`config.mk`:
```
export PLATFORM = sky130hd
export DESIGN_NAME = game_round_controller
export DESIGN_NICKNAME = d
export VERILOG_FILES = /design/src/rtl/game_pkg.sv /design/src/rtl/btn_edge.sv /design/src/rtl/game_round_controller.sv
export SDC_FILE = /design/constraint.sdc
export NUM_CORES = 1
export LEC_CHECK = 0
export BUFFER_PORTS_ARGS = -buffer_cell sky130_fd_sc_hd__buf_2
export CORE_MARGIN = 5
export CORE_UTILIZATION = 54
export CTS_CLUSTER_SIZE = 25
export DETAILED_ROUTE_END_ITERATION = 8
export PLACE_DENSITY = 0.75
export SLEW_MARGIN = 15
export SYNTH_ARGS = -nofsm -noshare
export SYNTH_HDL_FRONTEND = slang
export SYNTH_SLANG_ARGS = --single-unit
```
`constraint.sdc`:
```
create_clock -name vga_clk -period 2.8 [get_ports vga_clk]
set_input_delay 0.56 -clock vga_clk [delete_from_list [all_inputs] [get_ports vga_clk]]
set_output_delay 0.56 -clock vga_clk [all_outputs]
set_load 0.01 [all_outputs]
```
`src/rtl/game_pkg.sv`:
```
// rtl/game_pkg.sv - shared state encoding and round defaults for the duck-hunt game
package game_pkg;

  typedef enum logic [1:0] {
    IDLE      = 2'd0,
    PLAY      = 2'd1,
    RELOADING = 2'd2,
    OVER      = 2'd3
  } game_state_t;

  localparam int MAG_SIZE_DEF   = 4;
  localparam int ROUND_SECS_DEF = 30;

endpackage

```
`src/rtl/btn_edge.sv`:
```
// rtl/btn_edge.sv - 2-FF synchronizer plus edge register with rising/falling edge flags
// BYPASS skips the first flop for inputs that are already vga_clk-synchronous.
module btn_edge #(
  parameter bit BYPASS = 1'b0
) (
  input  logic vga_clk,
  input  logic reset,
  input  logic btn,
  output logic rise,
  output logic fall
);

  logic meta;
  logic level;
  logic level_prev;

  always_ff @(posedge vga_clk) begin
    if (reset) begin
      meta       <= 1'b0;
      level      <= 1'b0;
      level_prev <= 1'b0;
    end else begin
      meta       <= btn;
      level      <= BYPASS ? btn : meta;
      level_prev <= level;
    end
  end

  assign rise = level & ~level_prev;
  assign fall = ~level & level_prev;

endmodule

```
`src/rtl/game_round_controller.sv`:
```
// rtl/game_round_controller.sv - round FSM, magazine, countdown and score for one duck-hunt round
// Fire requests become single-cycle shot grants; run freezes the playfield outside a round.
module game_round_controller
  import game_pkg::*;
#(
  parameter int TICKS_PER_SEC = 25_000_000,
  parameter int ROUND_SECS    = ROUND_SECS_DEF,
  parameter int MAG_SIZE      = MAG_SIZE_DEF,
  parameter int RELOAD_CYCLES = 12_500_000,
  parameter int SCORE_W       = 8
) (
  input  logic               vga_clk,
  input  logic               reset,
  input  logic               start,
  input  logic               fire,
  input  logic               reload,
  input  logic               hit,
  output logic               shot_grant,
  output logic               run,
  output logic [2:0]         ammo,
  output logic [4:0]         secs_left,
  output logic [SCORE_W-1:0] score,
  output logic [1:0]         state,
  output logic               round_over
);

  localparam int PRE_W = (TICKS_PER_SEC > 1) ? $clog2(TICKS_PER_SEC) : 1;
  localparam int RLD_W = (RELOAD_CYCLES > 1) ? $clog2(RELOAD_CYCLES) : 1;

  localparam logic [2:0]         MAG       = 3'(MAG_SIZE);
  localparam logic [4:0]         SECS      = 5'(ROUND_SECS);
  localparam logic [PRE_W-1:0]   PRE_MAX   = PRE_W'(TICKS_PER_SEC - 1);
  localparam logic [RLD_W-1:0]   RLD_LOAD  = RLD_W'(RELOAD_CYCLES - 1);
  localparam logic [SCORE_W-1:0] SCORE_MAX = '1;

  logic start_rise, fire_rise, reload_rise, hit_fall;
  logic start_fall, fire_fall, reload_fall, hit_rise;
  logic unused_edges;

  btn_edge #(.BYPASS(1'b0)) u_start  (.vga_clk(vga_clk), .reset(reset), .btn(start),  .rise(start_rise),  .fall(start_fall));
  btn_edge #(.BYPASS(1'b0)) u_fire   (.vga_clk(vga_clk), .reset(reset), .btn(fire),   .rise(fire_rise),   .fall(fire_fall));
  btn_edge #(.BYPASS(1'b0)) u_reload (.vga_clk(vga_clk), .reset(reset), .btn(reload), .rise(reload_rise), .fall(reload_fall));
  btn_edge #(.BYPASS(1'b1)) u_hit    (.vga_clk(vga_clk), .reset(reset), .btn(hit),    .rise(hit_rise),    .fall(hit_fall));

  assign unused_edges = &{1'b0, start_fall, fire_fall, reload_fall, hit_rise};

  game_state_t        state_q, state_d;
  logic [PRE_W-1:0]   pre_q, pre_d;
  logic [RLD_W-1:0]   rcnt_q, rcnt_d;
  logic [2:0]         ammo_d;
  logic [4:0]         secs_d;
  logic [SCORE_W-1:0] score_d;
  logic               grant_d;
  logic               active, tick, expire;

  always_ff @(posedge vga_clk) begin
    if (reset) begin
      state_q    <= IDLE;
      pre_q      <= '0;
      rcnt_q     <= '0;
      ammo       <= MAG;
      secs_left  <= SECS;
      score      <= '0;
      shot_grant <= 1'b0;
      run        <= 1'b0;
      round_over <= 1'b0;
    end else begin
      state_q    <= state_d;
      pre_q      <= pre_d;
      rcnt_q     <= rcnt_d;
      ammo       <= ammo_d;
      secs_left  <= secs_d;
      score      <= score_d;
      shot_grant <= grant_d;
      run        <= (state_d == PLAY) || (state_d == RELOADING);
      round_over <= (state_d == OVER);
    end
  end

  always_comb begin
    state_d = state_q;
    pre_d   = pre_q;
    rcnt_d  = rcnt_q;
    ammo_d  = ammo;
    secs_d  = secs_left;
    score_d = score;
    grant_d = 1'b0;

    active = (state_q == PLAY) || (state_q == RELOADING);
    tick   = active && (pre_q == PRE_MAX);
    expire = tick && (secs_left == 5'd1);

    if (active) begin
      pre_d = tick ? '0 : pre_q + 1'b1;
      if (tick) secs_d = secs_left - 5'd1;
      if (hit_fall && (score != SCORE_MAX)) score_d = score + 1'b1;
    end

    // Expiry outranks everything else, so a reload in flight is abandoned with ammo as-is.
    case (state_q)
      IDLE, OVER: begin
        if (start_rise) begin
          state_d = PLAY;
          ammo_d  = MAG;
          score_d = '0;
          secs_d  = SECS;
          pre_d   = '0;
        end
      end
      PLAY: begin
        if (expire) begin
          state_d = OVER;
        end else if (reload_rise && (ammo < MAG)) begin
          state_d = RELOADING;
          rcnt_d  = RLD_LOAD;
        end else if (fire_rise && (ammo != 3'd0)) begin
          grant_d = 1'b1;
          ammo_d  = ammo - 3'd1;
        end
      end
      RELOADING: begin
        if (expire) begin
          state_d = OVER;
        end else if (rcnt_q == '0) begin
          state_d = PLAY;
          ammo_d  = MAG;
        end else begin
          rcnt_d = rcnt_q - 1'b1;
        end
      end
      default: state_d = IDLE;
    endcase
  end

  assign state = state_q;

endmodule

```
==> Word-level counts from Yosys, hierarchy flattened <==
Cells that the tools add are included.
{ "totals": {"reg_bits": 81, "input_bits": 6, "out_inout_bits": 21, "elab_cells": 98} }
{ "classes": {"add_sub_neg": 5, "order_cmp": 1, "eq_ne": 17, "n_mux": 31, "bitwise": 9, "n_reduce_logical": 15} }
{ "op_table": {"columns": ["operator", "count"], "rows": [
  ["two-way mux 25 bit", 4],
  ["two-way mux 24 bit", 4],
  ["one-hot mux 24 bit (2 select lines)", 1],
  ["two-way mux 8 bit", 4],
  ["adder 25 x 1 -> 25 bit (second input constant)", 1],
  ["equality test 25 bit (second input constant)", 1],
  ["logical NOT 24 bit", 1],
  ["subtractor 24 x 1 -> 24 bit (second input constant)", 1],
  ["two-way mux 5 bit", 4],
  ["two-way mux 3 bit", 6],
  ["two-way mux 2 bit", 5],
  ["!= test 2 bit (second input constant)", 5],
  ["one-hot mux 3 bit (3 select lines)", 1],
  ["adder 8 x 1 -> 8 bit (second input constant)", 1],
  ["equality test 2 bit (second input constant)", 4],
  ["!= test 8 bit (second input constant)", 1],
  ["!= test 2 x 1 -> 1 bit (second input constant)", 3],
  ["one-hot mux 2 bit (3 select lines)", 1],
  ["AND reduction 6 bit", 1],
  ["equality test 5 x 1 -> 1 bit (second input constant)", 1],
  ["logical AND 1 bit", 5],
  ["NOT 1 bit", 5],
  ["AND reduction 5 bit", 1],
  ["subtractor 5 x 1 -> 5 bit (second input constant)", 1],
  ["11 further kinds", 16]
]} }

==> Logic depth before layout (Yosys ltp) <==
Gate-level depths: netlist of the first run.
{ "depth": {"depth_word": 8, "depth_mapped": 11, "ltp_nobuf": 10} }

==> Cells and area by module <==
From an unflattened synthesis of the first run, not the netlist that was laid out.
{ "unflattened": {"cells_unflattened": 456, "area_unflattened_um2": 3945.0} }
{ "by_module_without_submodules": {"columns": ["module", "instances", "cells_per_inst", "area_per_inst_um2", "seq_area_each_um2"], "rows": [
  ["game_round_controller", 1, 426, 3606.0, 1401.3],
  ["btn_edge (u_fire ...)", 3, 8, 91.3, 60.1],
  ["btn_edge (u_hit)", 1, 6, 65.1, 40.0]
]} }

==> Least setup slack after synthesis of the first run <==
Ideal clock, no wire load.
{ "synth_timing": {"path_kind": "reg-to-reg", "startpoint": "reg state_q[0], in the netlist state[0]", "endpoint": "reg run", "setup_ns": 0.127, "arrival_ns": 2.556, "required_time_ns": 2.673, "path_slack_ns": 0.117, "path_stages_with_launch": 11, "path_buffers": 1, "period_less_slack_ns": 2.683, "cell_sequence": "dfxtp_1 -> inv_1 -> ha_1 -> and3b_1 -> nand2_1 -> nor4_2 -> clkbuf_1 -> nor3_1 -> a21oi_1 -> ha_1 -> nor2b_1"} }
{ "synth_via": {"elab_chain_cells": 8, "word_cells_on_any_way": 17, "cone_classes": "eq/ne: 5; mux: 6; reduce/logical: 6"} }
{ "synth_lines": {"columns": ["element", "line", "text"], "rows": [
  ["from (decl)", "game_round_controller.sv:47", "game_state_t state_q, state_d;"],
  ["from (signal assigned)", "game_round_controller.sv:68", "state_q <= state_d;"],
  ["equality test 2 x 1 -> 1 bit or equality test 2 bit (tied branches)", "game_round_controller.sv:89, game_round_controller.sv:100", null],
  ["logical OR 1 bit", "game_round_controller.sv:89", "active = (state_q == PLAY) || (state_q == RELOADING);"],
  ["logical AND 1 bit", "game_round_controller.sv:90", "tick = active && (pre_q == PRE_MAX);"],
  ["logical AND 1 bit", "game_round_controller.sv:91", "expire = tick && (secs_left == 5'd1);"],
  ["two-way mux 2 bit, on equally long branches", "game_round_controller.sv:122, game_round_controller.sv:111", null],
  ["one-hot mux 2 bit (3 select lines) *", "game_round_controller.sv:100", "case (state_q)"],
  ["equality test 2 x 1 -> 1 bit or equality test 2 bit (tied branches)", "game_round_controller.sv:75", "run <= (state_d == PLAY) || (state_d == RELOADING);"],
  ["logical OR 1 bit *", "game_round_controller.sv:75", null],
  ["to (signal assigned)", "game_round_controller.sv:75", null],
  ["to (decl)", "game_round_controller.sv:19", "output logic run,"]
]} }
Every way passes the cells marked *; elsewhere a longest branch is shown, timed or not.
A chain may end at the register's enable or synchronous reset.

==> Final worst setup path of the first run <==
{ "layout_timing": {"startpoint": "reg state_q[0], in the netlist state[0]", "endpoint": "reg pre_q[21]"} }
{ "layout_via": {"elab_chain_cells": 7, "word_cells_on_any_way": 11, "cone_classes": "eq/ne: 3; mux: 4; reduce/logical: 4"} }
{ "layout_lines": {"columns": ["element", "line", "text"], "rows": [
  ["equality test 2 x 1 -> 1 bit or equality test 2 bit (tied branches)", "game_round_controller.sv:89", null],
  ["logical OR 1 bit", "game_round_controller.sv:89", null],
  ["logical AND 1 bit", "game_round_controller.sv:90", null],
  ["two-way mux 25 bit", "game_round_controller.sv:94", "pre_d = tick ? '0 : pre_q + 1'b1;"],
  ["two-way mux 25 bit", "game_round_controller.sv:93", "if (active) begin"],
  ["two-way mux 25 bit", "game_round_controller.sv:102", "if (start_rise) begin"],
  ["two-way mux 25 bit *", "game_round_controller.sv:100", null],
  ["to (signal assigned)", "game_round_controller.sv:69", "pre_q <= pre_d;"],
  ["to (decl)", "game_round_controller.sv:48", "logic [PRE_W-1:0] pre_q, pre_d;"]
]} }
Marks and branches as above.

==> run metrics, run 1 <==
Die Ht=approximately 96 µm; Max clock buf depth=2; outcome=finished clean; Fin. Hold Viols=0; Synth Cell Area=a little under 4000 µm²; Via density=5.52; Final #Nets=500; Fmax=~380 MHz; Main synth FF type=dfxtp_1; CORE AREA=around 7200 µm²; fin cells=587; P_leak=0.00168 µW; CTS tree=done; Seq/Total Area, Yosys=0.410; Post-synth EDFFs=0; post-route setup TNS=0 ns; Max Clock Skew=0.0105 ns; critical path fanouts, max=12; slew at the pin with the worst max-slew slack=about 0.96 ns; Core Rows=31; critical path type=reg2reg; maxcap violations=0; fin crit share=0.931; Layout fillers=around 620; vias in the first global route=2935; #FFs+latches synth=81; ANT cells=0; GP Congestion=0.868; Congestion Overflow GR=0; Critical Path RT=3.08 ns; DRC viols=0; Setup-failing EPs final=0; final WL=approximately 8000 µm; mean area per synthesized cell=8.83 µm²; Worst Hold Class=in2reg; clock sink count=81; # IOs=27; All-Layer GR Usage=0.185; Slew Limit Fails=0; CP startpoint kind=register; die footprint=around 9100 µm²; CTS Buf Count=9; arrival time worst endpoint=~2.9 ns; Slew HR=0.343; Routed WL per cell=about 14 µm; top-area cell type share of the netlist area=0.410; starting density of the core=0.551; clk_lat worst skew=0.34 ns; Vias=3240; Post-DP HPWL=approximately 5800 µm; DR iter-0 viols=99; ratio of cells with drive above 1 in the final layout=0.162; total power=around 2100 µW; RSZ-0062 raised after global routing=no; fraction of registers with async set/reset=0; PwrDens=480 nW/µm²; I/O Buffers=26; initial antenna violation count=0; commonest non-fill, non-tap cell in the layout=dfxtp_1; cell taking the most area after synthesis=dfxtp_1; DR pass1 iterations=4; CTS HTree Levels=3; CP endpoint kind=register; dpl cells=566; Worst-path clk slew=0.08 ns; post-route minimum period=2.61 ns; first-pass GRT wire length=13500 µm; DRT antenna net count=0; most frequent cells in the layout=dfxtp_1, nor2_1, xnor2_1; clock root buffer=clkbuf_8; largest net degree at the start of global routing=25; Synth Warn #=0; P&R area growth vs syn=12.7%; Synth cell types=61; syn nets=465; Area contributors post-synth=dfxtp_1, xnor2_1, nor2_1; Die Width=roughly 96 µm; Post-Synthesis Cells=between 400 and 500; Peak VDD IR=approximately 0.33 mV
==> worst max-delay path: stages (launching register included) <==
cell      delay, ns
dfxtp_1        0.41
inv_1          0.08
ha_1           0.31
buf_4          0.18
nand4b_1       0.25
or4_1          0.46
or3_1          0.37
or3_1          0.32
a21oi_1        0.15
==> report_power, final <==
part	internal, µW	switching, µW	leakage [µW]
clock network	344	407	0.0000891
logic	81.4	121	0.000938
registers	1170	16.6	0.000657
==> layer usage <==
metal,vias up,GRT usage,part of all wire
met1,1529,0.235,0.47
met3,5,0.0379,0.025
met4,0,0.0616,0.0067
met5,-,0,0
met2,45,0.312,0.50
li1,1661,-,-
==> layout make-up <==
cell class | count | area, µm² | area share
clock buffer | 11 | 141 | 0.0317
clock inverter | 5 | 31.3 | 0.00702
inverter | 15 | 56.3 | 0.0126
multi-input combinational | 336 | 2240 | 0.503
sequential | 81 | 1630 | 0.366
tap | 99 | 124 | 0.0278
timing repair buffer | 40 | 235 | 0.0528
==> logic make-up (layout without fill, tap and decap cells) <==
logic type,after synthesis,count (layout),share of synthesized area
AND/OR/NAND/NOR,216,216,0.310
flip-flops,81,81,0.410
AO/OA/AOI/OAI,60,60,0.105
XOR/XNOR,46,46,0.102
buffers and inverters,31,71,0.0313
adder cells (fa/ha/maj),11,11,0.0348
multiplexers,3,3,0.00791
==> state kept, by name, indices dropped and copies added, names as in the netlist, 2 cells and up <==
signal,cells
ammo,3
pre_q,25
rcnt_q,24
score,8
secs_left,5
state,2
==> through the flow <==
| step | setup slack [ns] | instance area [µm²] | hold WS (ns) | utilization |
|---|---|---|---|---|
| 6_report | 0.194 | 4460 | 0.415 | 0.621 |
| 2_1_floorplan | 0.117 | 3960 | 0.414 | - |
| 5_1_grt | 0.0128 | 4460 | 0.401 | 0.621 |
| 4_1_cts | 0.0847 | 4390 | 0.398 | 0.612 |
| 3_3_place_gp | 0.212 | 4220 | 0.418 | 0.588 |
| 3_5_place_dp | 0.105 | 4220 | 0.427 | 0.588 |
==> cell usage after synthesis (2+ instances only) <==
cell type and count:
or2_2 3, o31ai_1 2, dfxtp_1 81, and3b_1 2, nor2_1 59, o211ai_1 2, and4_1 5, nand3b_1 2
nor2b_1 17, mux2i_1 2, o311ai_0 2, a31oi_1 4, nor4bb_1 2, or4_1 5, nand2_1 29, clkbuf_1 14
nor4b_1 7, a21boi_0 2, ha_1 11, a41oi_1 2, nor3_1 8, inv_1 15, nand2b_1 2, or3_1 12
xor2_1 15, nand4b_1 2, o21ai_1 5, or4_4 3, xnor2_1 31, o21ai_0 14, and2_1 5, nor4_1 16
and3_1 5, nand4_1 10, a21oi_1 13, nand3_1 14
==> worst paths after layout <==
path	from	endpoint	slack (ns)	cells past startpoint
worst max-delay path	state[0]	pre_q[21]	0.19	8
worst min-delay path	start	u_start.meta	0.42	2
worst max register to register	state[0]	pre_q[21]	0.19	8
worst min register to register	u_fire.meta	u_fire.level	0.45	1
==> repair_timing <==
| action | in CTS | in global routing |
|---|---|---|
| hold buffers | 0 | 0 |
| setup endpoints to repair | 0 | 5 |
| resized for setup | 0 | 12 |
| buffers inserted | 0 | 5 |
No activity file was read; power rests on OpenSTA's default activity.
==> inputs of run 2 (changes only) <==
--- a/config.mk
+++ b/config.mk
@@ -6,7 +6,6 @@
 export NUM_CORES = 1
 export LEC_CHECK = 0
 export BUFFER_PORTS_ARGS = -buffer_cell sky130_fd_sc_hd__buf_2
-export CORE_MARGIN = 5
 export CORE_UTILIZATION = 54
 export CTS_CLUSTER_SIZE = 25
 export DETAILED_ROUTE_END_ITERATION = 8
==> run metrics, run 2 (same netlist as run 1, synthesis figures left out) <==
outcome=finished clean; CTS tree=done; # IOs=27; Slew Limit Fails=0; post-route minimum period=between 2 and 3 ns; GRT busiest layer=met2; PwrDens=498 nW/µm²; Routed WL per cell=14.1 µm; fin crit share=0.940; I/O Buffers=26; Congestion Overflow GR=0; Worst-path clk slew=0.08 ns; maxcap violations=0; GP Congestion=0.876; combinational power share=0.089; most frequent cells in the layout=dfxtp_1, nor2_1, xnor2_1; DP Area=between 4000 and 5000 µm²; ANT cells=0; CTS HTree Levels=3; met2 Resource Use GR=0.366; Core Rows=30; final WL=8240 µm; Post-DP HPWL=between 5000 and 6000 µm; slowest CP cell=or4_4; P&R area growth vs syn=13.1%; share of total power in sequential cells=0.533; Die Width=~90 µm; starting density of the core=0.570; CP Cell Sequence=inv_2 -> ha_1 -> or4b_4 -> or4_4 -> buf_6 -> o31ai_4 -> buf_4 -> nor4_1 -> xnor2_1 -> nor2_1; first-pass GRT wire length=13500 µm; Slew HR=0.294; Switch Pwr=542 µW; ratio of cells with drive above 1 in the final layout=0.162; Fmax=380 MHz; Most flops, register=pre_q; CP startpoint kind=register; vias in the first global route=around 3000; die footprint=~7700 µm²; P_leak=between 0.0015 and 0.002 µW; DRC viols=0; Peak VDD IR=0.359 mV; Via density=5.61; slew at the pin with the worst max-slew slack=1.03 ns; GRT met3 Usage=0.0613; commonest non-fill, non-tap cell in the layout=dfxtp_1; DR iter-0 viols=147; hold_ws=0.423 ns; Clk network pwr share=0.378; Critical Path RT=3.03 ns; Pint=about 1700 µW; CTS Buf Count=9; Worst Hold Class=in2reg; Setup-failing EPs final=0; design area=4480 µm²; Max clock buf depth=2; Net Sw Frac=0.243; Fin. Hold Viols=0; crit-path max cell delay=0.60 ns; met1 Track Usage GR=0.283; DR pass1 iterations=5; share of the core filled with cells=0.645; CORE AREA=just under 7000 µm²; Die Ht=87.6 µm; initial antenna violation count=0; hold_buf cts=0; critical path type=reg2reg; largest net degree at the start of global routing=43; clk_lat worst skew=0.35 ns; CP endpoint kind=register; DRT antenna net count=0; clock sink count=81; All-Layer GR Usage=0.224; Top Registers=pre_q (25), rcnt_q (24), score (8); Final #Nets=around 500; arrival time worst endpoint=2.86 ns; total power=2230 µW; critical path fanouts, max=4; Max Clock Skew=just over 0.006 ns; max reg flops=25; clock root buffer=clkbuf_8; Vias=3282
[run 2: final cells by class]
type | count | area [µm²]
Fill cell | 582 | 2470
Multi-Input combinational cell | 336 | 2230
Sequential cell | 81 | 1630
Timing Repair Buffer | 41 | 246
Clock buffer | 11 | 141
Tap cell | 96 | 120
Inverter | 15 | 56.3
Clock inverter | 5 | 55.1
[run 2: stage by stage]
stage	worst slack [ns]	cells	TNS (ns)
floorplan	0.117	448	0
global placement	0.203	563	0
detailed placement	0.140	563	0
CTS	0.118	579	0
global route	-0.0169	585	-0.0360
finish	0.168	585	0
[run 2: metal layers]
| metal | wire length [µm] | share of wire |
|---|---|---|
| met5 | 0 | 0 |
| met4 | 137 | 0.017 |
| met3 | 310 | 0.038 |
| met2 | 3960 | 0.48 |
| met1 | 3830 | 0.47 |
[run 2: worst max-delay path: cells and delay by family (launching register included)]
kind                     cells  cell delay, ns
AO/OA/AOI/OAI                1            0.27
buffers and inverters        3            0.38
adder cells (fa/ha/maj)      1            0.13
XOR/XNOR                     1            0.23
AND/OR/NAND/NOR              4            1.14
flip-flops                   1            0.36
[run 2: final timing paths]
check          startpoint       endpoint  slack (ns)  cells after the start
min reg2reg  u_start.meta  u_start.level        0.44                      1
min                 start   u_start.meta        0.42                      2
max reg2reg     rcnt_q[0]      rcnt_q[8]        0.17                     10
max             rcnt_q[0]      rcnt_q[8]        0.17                     10
[run 2: power groups by stage]
stage          clock (µW)  sequential, µW  combinational, µW
2_1_floorplan           0            1220                131
3_3_place_gp            0            1220                183
3_5_place_dp            0            1220                188
4_1_cts               864            1190                189
5_1_grt               911            1190                220
6_report              841            1190                198
[run 2: what timing repair did]
item                                    CTS  global route
endpoints found under the setup margin    0             6
setup buffers                             0             6
hold endpoints to repair                  0             0
resized for setup                         0             8
==> inputs of run 3 (changes only) <==
--- a/config.mk
+++ b/config.mk
@@ -6,10 +6,10 @@
 export NUM_CORES = 1
 export LEC_CHECK = 0
 export BUFFER_PORTS_ARGS = -buffer_cell sky130_fd_sc_hd__buf_2
-export CORE_UTILIZATION = 54
+export CORE_UTILIZATION = 60
 export CTS_CLUSTER_SIZE = 25
 export DETAILED_ROUTE_END_ITERATION = 8
-export PLACE_DENSITY = 0.75
+export PLACE_DENSITY = 0.79
 export SLEW_MARGIN = 15
 export SYNTH_ARGS = -nofsm -noshare
 export SYNTH_HDL_FRONTEND = slang
==> constraint.sdc (replaced) <==
create_clock -name vga_clk -period 2.6 [get_ports vga_clk]
set_input_delay 0.52 -clock vga_clk [delete_from_list [all_inputs] [get_ports vga_clk]]
set_output_delay 0.52 -clock vga_clk [all_outputs]
set_load 0.01 [all_outputs]
==> run metrics, run 3 (same netlist as run 1, synthesis figures left out) <==
RSZ-0062 raised after global routing=yes; max reg flops=25; outcome=finished clean; clock sink count=81; Via density=5.69; DR pass1 iterations=4; crit-path max cell delay=~0.61 ns; CP startpoint kind=register; critical path fanouts, max=5; Peak VDD IR=0.438 mV; Final #Nets=roughly 510; Most flops, register=pre_q; Die Ht=83.2 µm; critical path type=reg2reg; Setup-failing EPs final=0; All-Layer GR Usage=0.247; vias in the first global route=3094; GP Congestion=0.851; first-pass GRT wire length=approximately 14000 µm; Routed WL per cell=about 14 µm; P&R area growth vs syn=13.5%; final worst setup slack=0.0679 ns; Post-DP HPWL=5530 µm; Worst Hold Class=in2reg; # IOs=27; arrival time worst endpoint=about 2.8 ns; CORE AREA=around 6300 µm²; post-place setup slack=between 0.03 and 0.04 ns; slew at the pin with the worst max-slew slack=0.521 ns; total power=2350 µW; fin crit share=0.974; Congestion Overflow GR=0; P_leak=0.00172 µW; top routing layer in use=met4; hold_buf cts=0; met1 wire length=~3800 µm; Fin. Hold Viols=0; Max clock buf depth=2; maxcap violations=0; Core Rows=29; Vias=3257; Critical Path RT=around 2.8 ns; starting density of the core=0.623; CTS Buf Count=9; Top Registers=pre_q (25), rcnt_q (24), score (8); final WL=7980 µm; die footprint=6920 µm²; DRC viols=0; Worst-path clk slew=0.09 ns; largest net degree at the start of global routing=43; Fmax=395 MHz; clock root buffer=clkbuf_8; post-route minimum period=2.53 ns; CP endpoint kind=register; clk_lat worst skew=0.36 ns; I/O Buffers=26; Die Width=83.2 µm; PwrDens=between 500 and 600 nW/µm²; CTS HTree Levels=3; DRT antenna net count=0; ratio of cells with drive above 1 in the final layout=0.178; most frequent cells in the layout=dfxtp_1, nor2_1, xnor2_1; CTS tree=done; commonest non-fill, non-tap cell in the layout=dfxtp_1; Max Clock Skew=0.0118 ns; Slew HR=0.651; slowest CP cell=or4_4; initial antenna violation count=0; ANT cells=0; CP Cell Sequence=inv_2 -> ha_1 -> or4b_4 -> or4_4 -> buf_6 -> o211ai_4 -> buf_4 -> nor4_1 -> xnor2_1 -> o21ai_0; Slew Limit Fails=0; met3 wire len=224 µm; DR iter-0 viols=between 100 and 150; met2 WL=3780 µm
## run 3: changes by cell type in the layout (fill, tap and decap cells not counted), sizes merged
| cell | previous run | this run |
|---|---|---|
| clkinv | 2 | 3 |
| bufinv | 1 | 0 |
| buf | 41 | 47 |
## run 3: worst paths after layout
| path | from | end | slack (ns) | cells after the start |
|---|---|---|---|---|
| max | rcnt_q[1] | rcnt_q[11] | 0.07 | 10 |
| min | fire | u_fire.meta | 0.37 | 2 |
| max reg2reg | rcnt_q[1] | rcnt_q[11] | 0.07 | 10 |
| min reg2reg | u_reload.meta | u_reload.level | 0.44 | 1 |
## run 3: cell type report
cell class | instances | area, µm²
Clock buffer | 11 | 141
Tap cell | 77 | 96.3
Multi-Input combinational cell | 336 | 2240
Inverter | 15 | 56.3
Timing Repair Buffer | 47 | 292
Sequential cell | 81 | 1620
Fill cell | 497 | 1860
Clock inverter | 5 | 41.3
## run 3: worst max-delay path: cells and delay by family (launching register included)
kind                       cells  cell delay, ns
and+or+nand+nor                3            1.09
buffers and inverters          3            0.37
DFF                            1            0.33
AOI/OAI and AO/OA              2            0.33
xor gates and xnor gates       1            0.14
adders and majority gates      1            0.12
## run 3: metrics by stage
stage          hold WS, ns  cells  cell area, µm²  TNS (ns)   util
2_1_floorplan        0.414    448            3970         0      -
3_3_place_gp         0.418    550            4240         0  0.667
3_5_place_dp         0.424    550            4240         0  0.667
4_1_cts              0.365    566            4420         0  0.696
5_1_grt              0.375    572            4490   -0.0707  0.707
6_report             0.365    572            4490         0  0.707
## run 3: where the power goes
part           total, µW  switching (µW)  internal [µW]
combinational        229             134           95.3
clock                847             469            378
sequential          1280            13.7           1260
total               2350             616           1740
## run 3: timing repair
item | 4_1_cts | 5_1_grt
setup endpoints to repair | 0 | 18
buffers inserted | 0 | 6
gates resized for setup | 0 | 13
## run 3: layer usage
| layer | GRT usage | up-vias |
|---|---|---|
| li1 | - | 1673 |
| met2 | 0.408 | 55 |
| met3 | 0.0388 | 15 |
| met4 | 0.118 | 0 |
| met5 | 0 | - |
| met1 | 0.315 | 1514 |
